### config.mk
export PLATFORM = sky130hd
export DESIGN_NAME = key_debounce_repeat
export DESIGN_NICKNAME = d
export VERILOG_FILES = /design/src/rtl/key_debounce_repeat.sv
export SDC_FILE = /design/constraint.sdc
export NUM_CORES = 1
export LEC_CHECK = 0
export BUFFER_PORTS_ARGS = -buffer_cell sky130_fd_sc_hd__buf_2
export CORE_ASPECT_RATIO = 0.8
export CORE_UTILIZATION = 50
export DETAILED_ROUTE_END_ITERATION = 12
export GPL_TIMING_DRIVEN = 0
export MAX_ROUTING_LAYER = met4
export PLACE_DENSITY = 0.71
export RECOVER_POWER = 100
export SETUP_SLACK_MARGIN = 0.2
export SLEW_MARGIN = 20
export SYNTH_ARGS = -nofsm -noshare
export SYNTH_HDL_FRONTEND = slang
export SYNTH_SLANG_ARGS = --single-unit
### constraint.sdc
create_clock -name clk -period 2 [get_ports clk]
set_input_delay 0 -clock clk [delete_from_list [all_inputs] [get_ports clk]]
set_output_delay 0 -clock clk [all_outputs]
set_load 0.02 [all_outputs]
### src/rtl/key_debounce_repeat.sv
// Multi-channel key debouncer with registered press/release pulses
// and per-channel auto-repeat.
module key_debounce_repeat #(
    parameter int N_CH       = 5,
    parameter int STABLE_CYC = 8,
    parameter int ACTIVE_LOW = 1,
    parameter int REPEAT_DLY = 24,
    parameter int REPEAT_PER = 6
) (
    input  logic            clk,
    input  logic            rst_n,
    input  logic [N_CH-1:0] key_raw,
    input  logic [N_CH-1:0] rpt_en,
    output logic [N_CH-1:0] key_level,
    output logic [N_CH-1:0] key_press,
    output logic [N_CH-1:0] key_release,
    output logic [N_CH-1:0] key_repeat
);

    localparam int CW = (STABLE_CYC > 1) ? $clog2(STABLE_CYC) : 1;
    localparam int RMAX = (REPEAT_DLY > REPEAT_PER) ? REPEAT_DLY
                                                    : REPEAT_PER;
    localparam int RW = (RMAX > 1) ? $clog2(RMAX) : 1;

    localparam logic [CW-1:0] DB_LAST  = CW'(STABLE_CYC - 1);
    localparam logic [RW-1:0] DLY_LAST = RW'(REPEAT_DLY - 1);
    localparam logic [RW-1:0] PER_LAST = RW'(REPEAT_PER - 1);

    typedef enum logic [1:0] {
        IDLE  = 2'd0,
        DELAY = 2'd1,
        RPT   = 2'd2
    } rpt_state_t;

    logic [N_CH-1:0] raw_act;
    logic [N_CH-1:0] sync1;
    logic [N_CH-1:0] sync2;

    logic [CW-1:0] db_cnt_q [N_CH];
    logic [CW-1:0] db_cnt_d [N_CH];

    logic [N_CH-1:0] level_d;
    logic [N_CH-1:0] press_d;
    logic [N_CH-1:0] release_d;
    logic [N_CH-1:0] repeat_d;

    rpt_state_t      st_q [N_CH];
    rpt_state_t      st_d [N_CH];
    logic [RW-1:0]   rc_q [N_CH];
    logic [RW-1:0]   rc_d [N_CH];

    assign raw_act = (ACTIVE_LOW != 0) ? ~key_raw : key_raw;

    always_ff @(posedge clk or negedge rst_n) begin
        if (!rst_n) begin
            sync1 <= '0;
            sync2 <= '0;
        end else begin
            sync1 <= raw_act;
            sync2 <= sync1;
        end
    end

    // Debounce: a run of STABLE_CYC mismatching samples flips the level
    always_comb begin
        level_d   = key_level;
        press_d   = '0;
        release_d = '0;
        for (int i = 0; i < N_CH; i++) begin
            db_cnt_d[i] = db_cnt_q[i];
            if (sync2[i] == key_level[i]) begin
                db_cnt_d[i] = '0;
            end else if (db_cnt_q[i] == DB_LAST) begin
                db_cnt_d[i]  = '0;
                level_d[i]   = sync2[i];
                press_d[i]   = sync2[i];
                release_d[i] = ~sync2[i];
            end else begin
                db_cnt_d[i] = db_cnt_q[i] + CW'(1);
            end
        end
    end

    // Repeat FSM looks at the next level so a release wins over a
    // terminal count landing on the same edge
    always_comb begin
        repeat_d = '0;
        for (int i = 0; i < N_CH; i++) begin
            st_d[i] = st_q[i];
            rc_d[i] = rc_q[i];
            unique case (st_q[i])
                IDLE: begin
                    if (press_d[i] && rpt_en[i]) begin
                        st_d[i] = DELAY;
                        rc_d[i] = '0;
                    end
                end
                DELAY: begin
                    if (!level_d[i] || !rpt_en[i]) begin
                        st_d[i] = IDLE;
                        rc_d[i] = '0;
                    end else if (rc_q[i] == DLY_LAST) begin
                        repeat_d[i] = 1'b1;
                        rc_d[i]     = '0;
                        st_d[i]     = RPT;
                    end else begin
                        rc_d[i] = rc_q[i] + RW'(1);
                    end
                end
                RPT: begin
                    if (!level_d[i] || !rpt_en[i]) begin
                        st_d[i] = IDLE;
                        rc_d[i] = '0;
                    end else if (rc_q[i] == PER_LAST) begin
                        repeat_d[i] = 1'b1;
                        rc_d[i]     = '0;
                    end else begin
                        rc_d[i] = rc_q[i] + RW'(1);
                    end
                end
                default: begin
                    st_d[i] = IDLE;
                    rc_d[i] = '0;
                end
            endcase
        end
    end

    always_ff @(posedge clk or negedge rst_n) begin
        if (!rst_n) begin
            key_level   <= '0;
            key_press   <= '0;
            key_release <= '0;
            key_repeat  <= '0;
            for (int i = 0; i < N_CH; i++) begin
                db_cnt_q[i] <= '0;
                st_q[i]     <= IDLE;
                rc_q[i]     <= '0;
            end
        end else begin
            key_level   <= level_d;
            key_press   <= press_d;
            key_release <= release_d;
            key_repeat  <= repeat_d;
            for (int i = 0; i < N_CH; i++) begin
                db_cnt_q[i] <= db_cnt_d[i];
                st_q[i]     <= st_d[i];
                rc_q[i]     <= rc_d[i];
            end
        end
    end

endmodule

* After elaboration in Yosys (flattened, before gate mapping) *
Cells that the tools add are included.

operators by class
  add/subtract/negate cells = 10
  equal/unequal tests = 45
  mux-type cells = 120
  bitwise gates (word level) = 6
  reductions and logical operators = 30

operators with widths
  kind                                                                    count
  5-bit 2-to-1 mux                                                        25
  5-bit one-hot mux with 3 select lines                                   5
  1-bit 2-to-1 mux                                                        50
  2-bit 2-to-1 mux                                                        20
  3-bit 2-to-1 mux                                                        10
  2-bit one-hot mux with 3 select lines                                   5
  5-bit by 1-bit adder with 5-bit output (second input constant)          5
  5-bit by 3-bit equality test with 1-bit output (second input constant)  5
  5-bit equality test (second input constant)                             5
  2-bit inequality test (second input constant)                           10
  3-bit by 1-bit adder with 3-bit output (second input constant)          5
  3-bit equality test (second input constant)                             5
  3-bit inequality test (second input constant)                           5
  3-bit AND reduction                                                     5
  2-bit by 1-bit equality test with 1-bit output (second input constant)  5
  2-bit equality test (second input constant)                             5
  1-bit logical NOT                                                       10
  2-bit logical NOT                                                       5
  1-bit one-hot mux with 2 select lines                                   5
  1-bit equality test                                                     5
  1-bit logical AND                                                       5
  1-bit logical OR                                                        5
  1-bit inverter                                                          5
  5-bit inverter                                                          1

word-level totals
  register bits after elaboration = 80
  input port bits = 12
  output and inout bits = 20
  word-level logic and storage cells = 232

* Logic depth before layout (Yosys ltp) *
Gate-level depths: netlist (run 1).

  depth in word-level cells = 7
  gate-level depth with buffers = 7

* Worst setup path after synthesis (run 1) *
Ideal clock, no wire load.

  kind = register to register
  start point = reg db_cnt_q[12] in the netlist's numbering
  end point = reg rc_q[23] in the netlist's numbering
  setup time = 0.136 ns
  arrival = 1.702 ns
  data required time = 1.864 ns
  path slack = 0.162 ns
  cell stages (with the launch flop) = 8
  period minus slack after synthesis = 1.838 ns
  path through = dfrtp_1 > ha_1 > ha_1 > mux2_4 > and4b_1 > buf_4 > o211ai_2 > o211ai_1

between the ends
  word-level cells in the longest chain between the ends = 7

ends and longest elaborated chain
  item                                       RTL line  source
  start, declared                            39        logic [CW-1:0] db_cnt_q [N_CH];
  start signal, assigned by index            146       db_cnt_q[i] <= db_cnt_d[i];
  3-bit equality test (*)                    73        end else if (db_cnt_q[i] == DB_LAST) begin
  1-bit 2-to-1 mux (*)                       73
  1-bit 2-to-1 mux (*)                       71        if (sync2[i] == key_level[i]) begin
  via level_d[0]                             42        logic [N_CH-1:0] level_d;
  1-bit logical NOT (*)                      99, 111
  1-bit logical OR (*)                       99, 111
  5-bit 2-to-1 mux (on tied branches)        111, 99
  5-bit one-hot mux with 3 select lines (*)  91        unique case (st_q[i])
  end signal, assigned by index              148       rc_q[i] <= rc_d[i];
  end, declared                              49        logic [RW-1:0] rc_q [N_CH];

Mark *: on every way through the listed nets, which the timed path passes. The rest lies on a longest branch.
A chain may end at the register's enable or synchronous reset.

* Worst setup path after layout (run 1) *
  start point = reg db_cnt_q[3] in the netlist's numbering
  end point = reg rc_q[6] in the netlist's numbering

The elaborated chain is that of the path after synthesis.

==> flow_summary.ini, run 1 <==
[layout]
diodes = 0
layout-drive-gt1-share_pct = 16.7
syn2layout_area_growth_pct = 19.7
stdcell_count = 564
final_nets = 503
nFillCells = 648

[sta]
max-slew-margin-rel_pct = 48.3
hold_viol = 0
fin_crit_ns = 1.85
rsz0062_at_grt = yes
whs_ns = 0.0724
setup_violations = 0
worst_pin_slew_ns = 0.776
fmax_mhz = 541
drv_slew = 0
timing.final.crit_share_pct = 92.4
setup_tns_ns = 0
fin_worst_skew_ns = 0.0110

[setup_path]
cp_max_fo = 5
worstSetupPathType = register to register
cpMaxStageDelayCell = or4_1
end_kind = register
regToRegSetupSlack_ns = 0.15
crit_arrival_ns = 2.14
critPathMaxStageDelay_ns = 0.52
cp_cell_sequence = ha_1 > ha_1 > mux2_4 > nand3_4 > or4_1 > o21ai_1
required_ns = 2.29
setup.worst_path.start_class = register
cp_common_cell = ha_1

[hold_path]
hold_path.class = primary input to register

[clock_tree]
cts_sinks = 80
clockBufferDepth = 2
htreeDepth = 3
clk_latency_ns = 0.36
cts_tree = done
cts_buffers = 9
clk_pin_slew_ns = 0.08
cts_root_buf = clkbuf_8

[synthesis]
synth.avg_cell_area_sq_um = 11.0
synth_fp_nets = 434
synth.top_cell.area_share_pct = 47.5
ys_ff_latch = 80
synth.area.top_cells = dfrtp_1, ha_1, nand2_1
synth_top_cell_by_area = dfrtp_1
synth_edf_count = 0
ys_warn_count = 0
synth_seq_area_share_pct = 47.5
ys_async_sr_fraction_pct = 100
synthCells = 382
ys.flop_type = dfrtp_1
syn_area_sq_mm = 0.00421
ys_types = 53

[placement]
post-dp-hpwl_microns = 5220
dp.cells = 522
port_buffers = 31
gp_congestion = 0.881

[routing]
avgViaCountPerCell = 5.53
drt_iter0_drc = 153
ant_nets = 0
drt_wl_total_microns = 7970
drc = 0
drt_pass1_iterations = 4
post_drt_wl_per_cell_microns = 14.1
via_count = 3120

[floorplan]
io_pins = 32
floorplan.initialDensity_pct = 52.3
die_h_microns = 84.1
rows = 29
coreArea_sq_mm = 0.00806
dieWidth_microns = 105
die_area_sq_mm = 0.00880

[run]
drv_cap = 0

[power]
power_density_mw_per_mm2 = 1000
p_int_mw = 3.35
peakVddDrop_mv = 0.769
pwr-share-seq_pct = 40.5
power.share.switching_pct = 33.5
p_switching_mw = 1.69
combinationalPowerShare_pct = 31.6
finalPower_mw = 5.04
clockPowerShare_pct = 27.9
p_leak_nw = 2.30

[global_route]
grt_use_total_pct = 19.6
grt_pass1_vias = 2985
grt_start_max_net_pins = 49
grt_pass1_wl_microns = 13400
grt-ovfl-total = 0
antenna_found_initial = 0

[status]
status = finished clean
[routing by layer]
metal | track usage (%) | part of all wire (%)
met4 | 6.79 | 1.4
met3 | 5.46 | 3.6
met2 | 30.2 | 47
met5 | - | 0
met1 | 25.1 | 48
[power groups by stage]
stage               registers, mW  clock network [mW]  logic (mW)
floorplan                    2.07                   0       0.999
global placement             2.04                   0        1.34
global route                 2.07                1.51        1.80
CTS                          2.04                1.45        1.49
finish                       2.04                1.41        1.60
detailed placement           2.05                   0        1.39
[cell usage in the layout, fill, tap and decap left out, types with 4 or more instances in the layout]
cell and count:
nor3_1 11, inv_1 22, o31ai_1 10, nor2b_1 13
and4b_1 4, nand4b_1 10, and3_1 9, nor2_1 22
a22o_1 7, buf_2 10, and2_1 6, and3b_1 5
o21ai_0 10, a21oi_1 9, mux2_4 4, a32o_1 4
nand2_1 29, nor3b_1 6, clkbuf_1 26, dfrtp_1 80
ha_1 37, a31oi_1 4, buf_4 13, dlygate4sd3_1 8
o21ai_1 4, clkbuf_8 9, nand3_1 7
[cell usage after synthesis, drive strengths merged, types with 5 or more instances]
cell type and count:
and3b 5, inv 23, nor3 12, nor2b 13, nand4b 10, nor2 22
nor3b 6, and2 10, o21ai 15, dfrtp 80, ha 40, o31ai 11
nand2 29, mux2 6, o2111ai 5, nand3 11, a22o 7, and3 9
a21oi 9
[critical path, delay by kind of cell, from the launching register on]
kind                       cells  cell delay (ns)
muxes                          1             0.23
adders and majority gates      2             0.46
AOI/OAI and AO/OA              1             0.10
DFF                            1             0.39
and+or+nand+nor                2             0.60
[registers in the layout (all words and copies together), names as in the netlist]
| register | flops |
|---|---|
| key_release | 5 |
| sync2 | 5 |
| db_cnt_q | 15 |
| key_repeat | 5 |
| rc_q | 25 |
| key_press | 5 |
| st_q | 10 |
| key_level | 5 |
| sync1 | 5 |
[timing repair]
item	4_1_cts	5_1_grt
buffers inserted	5	13
resized for setup	16	23
pin swaps	8	8
endpoints found under the hold margin	87	0
gates cloned	0	0
hold buffers	8	0
setup endpoints to repair	20	28
[metrics by stage]
stage          instance area, sq um  utilization [%]  worst slack (ns)
2_1_floorplan                  4220                -             0.225
3_3_place_gp                   4510             56.0            0.0856
3_5_place_dp                   4540             56.4            0.0893
4_1_cts                        4970             61.7             0.165
5_1_grt                        5040             62.6            0.0386
6_report                       5040             62.6             0.152
[cell families after synthesis]
logic type,after synthesis,synth area share [%]
AOI/OAI and AO/OA,75,13.2
xor gates and xnor gates,5,1.04
adders and majority gates,40,11.9
buffers and inverters,27,2.55
DFF,80,47.5
muxes,8,2.52
and+or+nand+nor,147,21.3
[path summary, 6_finish.rpt]
| check | start | endpoint | cells after the start |
|---|---|---|---|
| max in group asynchronous | rst_n | st_q[2]$_DFFE_PN0P_ | 3 |
| min | rpt_en[4] | rc_q[1]$_DFFE_PN0P_ | 4 |
| min reg2reg | sync1[0]$_DFF_PN0_ | sync2[0]$_DFF_PN0_ | 0 |
| min in group asynchronous | rst_n | rc_q[10]$_DFFE_PN0P_ | 2 |
| max reg2reg | db_cnt_q[3]$_DFF_PN0_ | rc_q[6]$_DFFE_PN0P_ | 6 |
| max | db_cnt_q[3]$_DFF_PN0_ | rc_q[6]$_DFFE_PN0P_ | 6 |
[layout make-up]
class,instances,area [sq um],share of cell area [%]
inverter,23,86.3,1.71
clock buffer,10,128,2.53
buffer,4,31.3,0.620
timing repair buffer,58,340,6.75
sequential,80,2000,39.7
tap,108,135,2.68
clock inverter,6,108,2.13
multi-input combinational,275,2210,43.9
No activity file was read; power rests on OpenSTA's default activity.
==> run 2, diff against run 1 <==
--- a/config.mk
+++ b/config.mk
@@ -11,7 +11,7 @@
 export DETAILED_ROUTE_END_ITERATION = 12
 export GPL_TIMING_DRIVEN = 0
 export MAX_ROUTING_LAYER = met4
-export PLACE_DENSITY = 0.71
+export PLACE_DENSITY_LB_ADDON = 0.05
 export RECOVER_POWER = 100
 export SETUP_SLACK_MARGIN = 0.2
 export SLEW_MARGIN = 20
==> run 2 against run 1 <==
Net effect: wire length fell by 1.5%; first-iteration DRC count fell by 58%; maximum frequency fell by 1.4%; largest cell class unchanged; highest routed layer unchanged.
==> flow_summary.ini, run 2 (synthesis results as in run 1) <==
[layout]
multi_input_area_sq_mm = 0.00219
stdcell_area_sq_mm = 0.00497
layout-drive-gt1-share_pct = 15.3
largest-register = rc_q
largest_register_ffs = 25
diodes = 0
nFillCells = 713
mostFrequentLayoutCells = dfrtp_1, ha_1, nand2_1
largest_registers = rc_q: 25 flops, db_cnt_q: 15 flops, st_q: 10 flops
syn2layout_area_growth_pct = 18.0
final_nets = 497
layout_commonest_cell = dfrtp_1
final-seq-area_sq_mm = 0.00200

[placement]
post-dp-hpwl_microns = 5200
placed_area_sq_mm = 0.00454
port_buffers = 31
gp_congestion = 0.827

[routing]
drt_iter0_drc = 64
ant_nets = 0
avgViaCountPerCell = 5.49
post_drt_wl_per_cell_microns = 14.1
drt_pass1_iterations = 5
drt_wl_total_microns = 7850
drc = 0
via_count = 3062

[setup_path]
critPathLaunch = db_cnt_q[12]$_DFF_PN0_
path_buf_inv = 1
crit_arrival_ns = 2.10
timing.rr.end = rc_q[24]$_DFFE_PN0P_
critPathMaxStageDelay_ns = 0.41
setup.worst_path.start_class = register
cp_max_fo = 6
regToRegStartpoint = db_cnt_q[12]$_DFF_PN0_
path_depth = 7
endpoint = rc_q[24]$_DFFE_PN0P_
cp_cell_sequence = ha_4 > ha_1 > mux2_4 > and4b_1 > buf_6 > o211ai_4 > o211ai_1
regToRegSetupSlack_ns = 0.13
cpMaxStageDelayCell = dfrtp_1
worstSetupPathType = register to register
reg2reg_depth = 7
crit_family = flip-flops
required_ns = 2.23
end_kind = register

[global_route]
grt-ovfl-total = 0
grt_pass1_wl_microns = 14000
grt_start_max_net_pins = 52
grt_pass1_vias = 3057
antenna_found_initial = 0
grt_use_total_pct = 20.3

[sta]
timing.final.crit_share_pct = 93.7
drv_slew = 0
setup_tns_ns = 0
fmax_mhz = 534
hold_viol = 0
worst_pin_slew_ns = 0.732
max-slew-margin-rel_pct = 51.2
fin_worst_skew_ns = 0.0100
fin_crit_ns = 1.87
rsz0062_at_grt = yes
setup_violations = 0

[floorplan]
die_area_sq_mm = 0.00880
floorplan.initialDensity_pct = 52.3
coreArea_sq_mm = 0.00806
die_h_microns = 84.1
dieWidth_microns = 105
rows = 29
io_pins = 32

[clock_tree]
cts_sinks = 80
cts_buffers = 9
cts_tree = done
clk_pin_slew_ns = 0.08
clockBufferDepth = 2
htreeDepth = 3
cts_root_buf = clkbuf_8
clk_latency_ns = 0.35

[status]
status = finished clean

[power]
power_density_mw_per_mm2 = 983
peakVddDrop_mv = 0.542
p_leak_nw = 2.27

[run]
drv_cap = 0

[hold_path]
hold_path.class = primary input to register
-- run 2: cell count changes in the layout (fill, tap and decap cells not counted), moves of 2 or more --
cell | previous run | this run
buf_4 | 13 | 6
clkbuf_1 | 26 | 22
clkbuf_4 | 3 | 6
o2111ai_1 | 2 | 4
o2111ai_2 | 3 | 1
o21ai_0 | 10 | 12
o21ai_1 | 4 | 2
-- run 2: report_power, final --
| group | switching [mW] | internal (mW) |
|---|---|---|
| combinational | 0.887 | 0.630 |
| clock | 0.594 | 0.736 |
| sequential | 0.200 | 1.84 |
| total | 1.68 | 3.21 |
-- run 2: metrics by stage --
step           hold slack [ns]  power [mW]  instances  setup slack [ns]  utilization, %
2_1_floorplan           -0.296        3.07        382             0.225               -
3_3_place_gp             0.142        3.39        521            0.0909            56.0
3_5_place_dp           -0.0344        3.45        522            0.0970            56.4
4_1_cts                 0.0419        4.91        551             0.160            61.7
5_1_grt                 0.0712        5.23        558            0.0620            61.7
6_report                0.0619        4.89        558             0.126            61.7
-- run 2: worst min path at each step --
stage / endpoint / slack, ns / depth (start not counted) / from
floorplan: db_cnt_q[0]$_DFF_PN0_ / -0.30 / 0 / rst_n
global placement: sync1[2]$_DFF_PN0_ / 0.14 / 2 / key_raw[2]
detailed placement: key_repeat[2]$_DFF_PN0_ / -0.03 / 1 / rst_n
CTS: key_repeat[4]$_DFF_PN0_ / 0.04 / 4 / rpt_en[4]
global route: key_repeat[4]$_DFF_PN0_ / 0.07 / 4 / rpt_en[4]
finish: key_repeat[4]$_DFF_PN0_ / 0.06 / 4 / rpt_en[4]
-- run 2: tightest hold or removal path: stages --
cell	delay [ns]
buf_2	0.13
nand3_4	0.09
buf_4	0.11
nor4b_1	0.04
-- run 2: area by class of cell --
class	count	share of cell area (%)
plain buffers	4	0.654
flip-flops and latches	80	40.3
multi-input cells	275	44.1
repair buffers	52	6.11
well taps	108	2.72
inverters	23	1.74
clock inverters	5	1.61
clock buffers	11	2.84
-- run 2: timing repair --
item | in CTS | in global routing
resized for setup | 20 | 15
hold endpoints to repair | 87 | 0
pin swaps | 8 | 11
buffers inserted | 5 | 7
setup endpoints to repair | 21 | 26
hold buffers | 8 | 0
-- run 2: layer usage --
layer	routed length, microns	GRT usage (%)
met5	0	-
met4	105	6.27
met3	256	3.90
met2	3560	32.9
met1	3930	25.8
==> run 3, diff against run 2 <==
==> constraint.sdc (replaced) <==
create_clock -name clk -period 2.1 [get_ports clk]
set_input_delay 0 -clock clk [delete_from_list [all_inputs] [get_ports clk]]
set_output_delay 0 -clock clk [all_outputs]
set_load 0.02 [all_outputs]
==> run 3 against run 2 <==
Net effect: the flow now finishes with violations (max-capacitance violations, max-slew violations); hold slack better by 0.024 ns; critical path depth down 1; critical path type unchanged; largest cell class unchanged; clock skew down 0.0028 ns; clock power fell by 27%; power shrank 12%; highest routed layer unchanged; via count shrank 0.72%; sequential power down 5%; setup slack improved by 0.020 ns.
==> flow_summary.ini, run 3 (synthesis results as in run 1) <==
[floorplan]
rows = 29
die_area_sq_mm = 0.00880
die_h_microns = 84.1
io_pins = 32
coreArea_sq_mm = 0.00806
floorplan.initialDensity_pct = 52.3
dieWidth_microns = 105

[clock_tree]
htreeDepth = 3
cts_root_buf = clkbuf_8
cts_tree = done
clk_latency_ns = 0.36
clk_pin_slew_ns = 0.08
clockBufferDepth = 2
cts_buffers = 9
cts_sinks = 80

[global_route]
grt_start_max_net_pins = 55
grt_pass1_wl_microns = 13200
antenna_found_initial = 0
grt_pass1_vias = 2882
grt_use_total_pct = 19.6
grt-ovfl-total = 0

[setup_path]
timing.rr.end = rc_q[1]$_DFFE_PN0P_
end_kind = register
cp_cell_sequence = ha_1 > ha_1 > mux2_1 > nand3_4 > or4_4 > o21ai_2
regToRegSetupSlack_ns = 0.15
cpMaxStageDelayCell = or4_4
regToRegStartpoint = db_cnt_q[0]$_DFF_PN0_
crit_arrival_ns = 2.24
cp_max_fo = 8
critPathLaunch = db_cnt_q[0]$_DFF_PN0_
crit_family = simple AND/OR/NAND/NOR gates
reg2reg_depth = 6
cp_common_cell = ha_1
setup.worst_path.start_class = register
worstSetupPathType = register to register
path_buf_inv = 0
endpoint = rc_q[1]$_DFFE_PN0P_
critPathMaxStageDelay_ns = 0.53
required_ns = 2.38
path_depth = 6

[hold_path]
min_path_cells = 4
hold_path.class = primary input to register

[layout]
largest_registers = rc_q: 25 flops, db_cnt_q: 15 flops, st_q: 10 flops
syn2layout_area_growth_pct = 15.4
mostFrequentLayoutCells = dfrtp_1, ha_1, nand2_1
largest-register = rc_q
final_nets = 491
nFillCells = 720
layout_commonest_cell = dfrtp_1
layout-drive-gt1-share_pct = 12.7
diodes = 0
largest_register_ffs = 25

[sta]
fmax_mhz = 512
timing.final.crit_share_pct = 93.1
fin_crit_ns = 1.95
setup_tns_ns = 0
hold_viol = 0
rsz0062_at_grt = yes
worst_pin_slew_ns = 1.53
drv_slew = 27
fin_worst_skew_ns = 0.00726
setup_violations = 0
max-slew-margin-rel_pct = -1.99

[power]
p_switching_mw = 1.54
p_int_mw = 2.76
power.share.switching_pct = 35.8
p_leak_nw = 2.23
finalPower_mw = 4.30
pwr-share-seq_pct = 44.9
clockPowerShare_pct = 22.5
power_density_mw_per_mm2 = 885
peakVddDrop_mv = 0.458
combinationalPowerShare_pct = 32.6

[routing]
ant_nets = 0
via_count = 3040
drt_wl_total_microns = 7820
post_drt_wl_per_cell_microns = 14.2
avgViaCountPerCell = 5.53
drt_pass1_iterations = 4
drc = 0
drt_iter0_drc = 91

[status]
violations = max-capacitance violations, max-slew violations
status = finished, violations left

[placement]
post-dp-hpwl_microns = 5280
gp_congestion = 0.788
port_buffers = 31

[run]
drv_cap = 1
==> run 3: worst min path at each step <==
stage               startpoint                      end  slack (ns)
floorplan                rst_n    db_cnt_q[0]$_DFF_PN0_       -0.30
global placement    key_raw[1]       sync1[1]$_DFF_PN0_        0.15
detailed placement       rst_n  key_repeat[2]$_DFF_PN0_       -0.06
CTS                  rpt_en[0]      st_q[9]$_DFFE_PN0P_        0.06
global route         rpt_en[0]      st_q[9]$_DFFE_PN0P_        0.09
finish               rpt_en[0]      st_q[9]$_DFFE_PN0P_        0.09
==> run 3: final cells by class <==
| class | count | area, sq um | share of cell area (%) |
|---|---|---|---|
| plain buffers | 4 | 25.0 | 0.515 |
| clock inverters | 4 | 22.5 | 0.463 |
| clock buffers | 10 | 138 | 2.83 |
| inverters | 23 | 86.3 | 1.78 |
| repair buffers | 46 | 284 | 5.84 |
| well taps | 108 | 135 | 2.78 |
| flip-flops and latches | 80 | 2000 | 41.2 |
| multi-input cells | 275 | 2170 | 44.6 |
==> run 3: metal layers <==
| layer | track usage [%] | share of wire (%) |
|---|---|---|
| met1 | 25.2 | 50 |
| met2 | 28.9 | 45 |
| met3 | 6.64 | 3.8 |
| met4 | 7.04 | 1.3 |
| met5 | - | 0 |
==> run 3: what timing repair did <==
action	in CTS	in global routing
resized for setup	3	23
buffers inserted	0	5
setup endpoints to repair	8	19
hold buffers	9	0
pin swaps	1	9
endpoints found under the hold margin	88	0
==> run 3: power by group through the flow <==
| stage | registers [mW] | logic, mW | clock network [mW] |
|---|---|---|---|
| 6_report | 1.93 | 1.40 | 0.970 |
| 5_1_grt | 1.96 | 1.59 | 1.08 |
| 4_1_cts | 1.92 | 1.35 | 1.02 |
| 3_5_place_dp | 1.95 | 1.33 | 0 |
| 3_3_place_gp | 1.94 | 1.30 | 0 |
| 2_1_floorplan | 1.97 | 0.950 | 0 |
==> run 3: stage by stage <==
stage	instances	setup slack (ns)	cell area, sq um	utilization (%)	hold WS [ns]
after floorplan	382	0.262	4210	-	-0.296
after global placement	521	0.153	4500	55.9	0.145
after detailed placement	522	0.156	4530	56.3	-0.0602
after CTS	545	0.152	4790	59.5	0.0645
after global routing	550	0.0704	4860	60.4	0.0927
final	550	0.146	4860	60.4	0.0861
==> run 3: worst min-delay path: cells and delay by family <==
family / cells / cell delay [ns]
compound gates: 1 / 0.08
buf+inv: 1 / 0.13
simple gates: 2 / 0.19
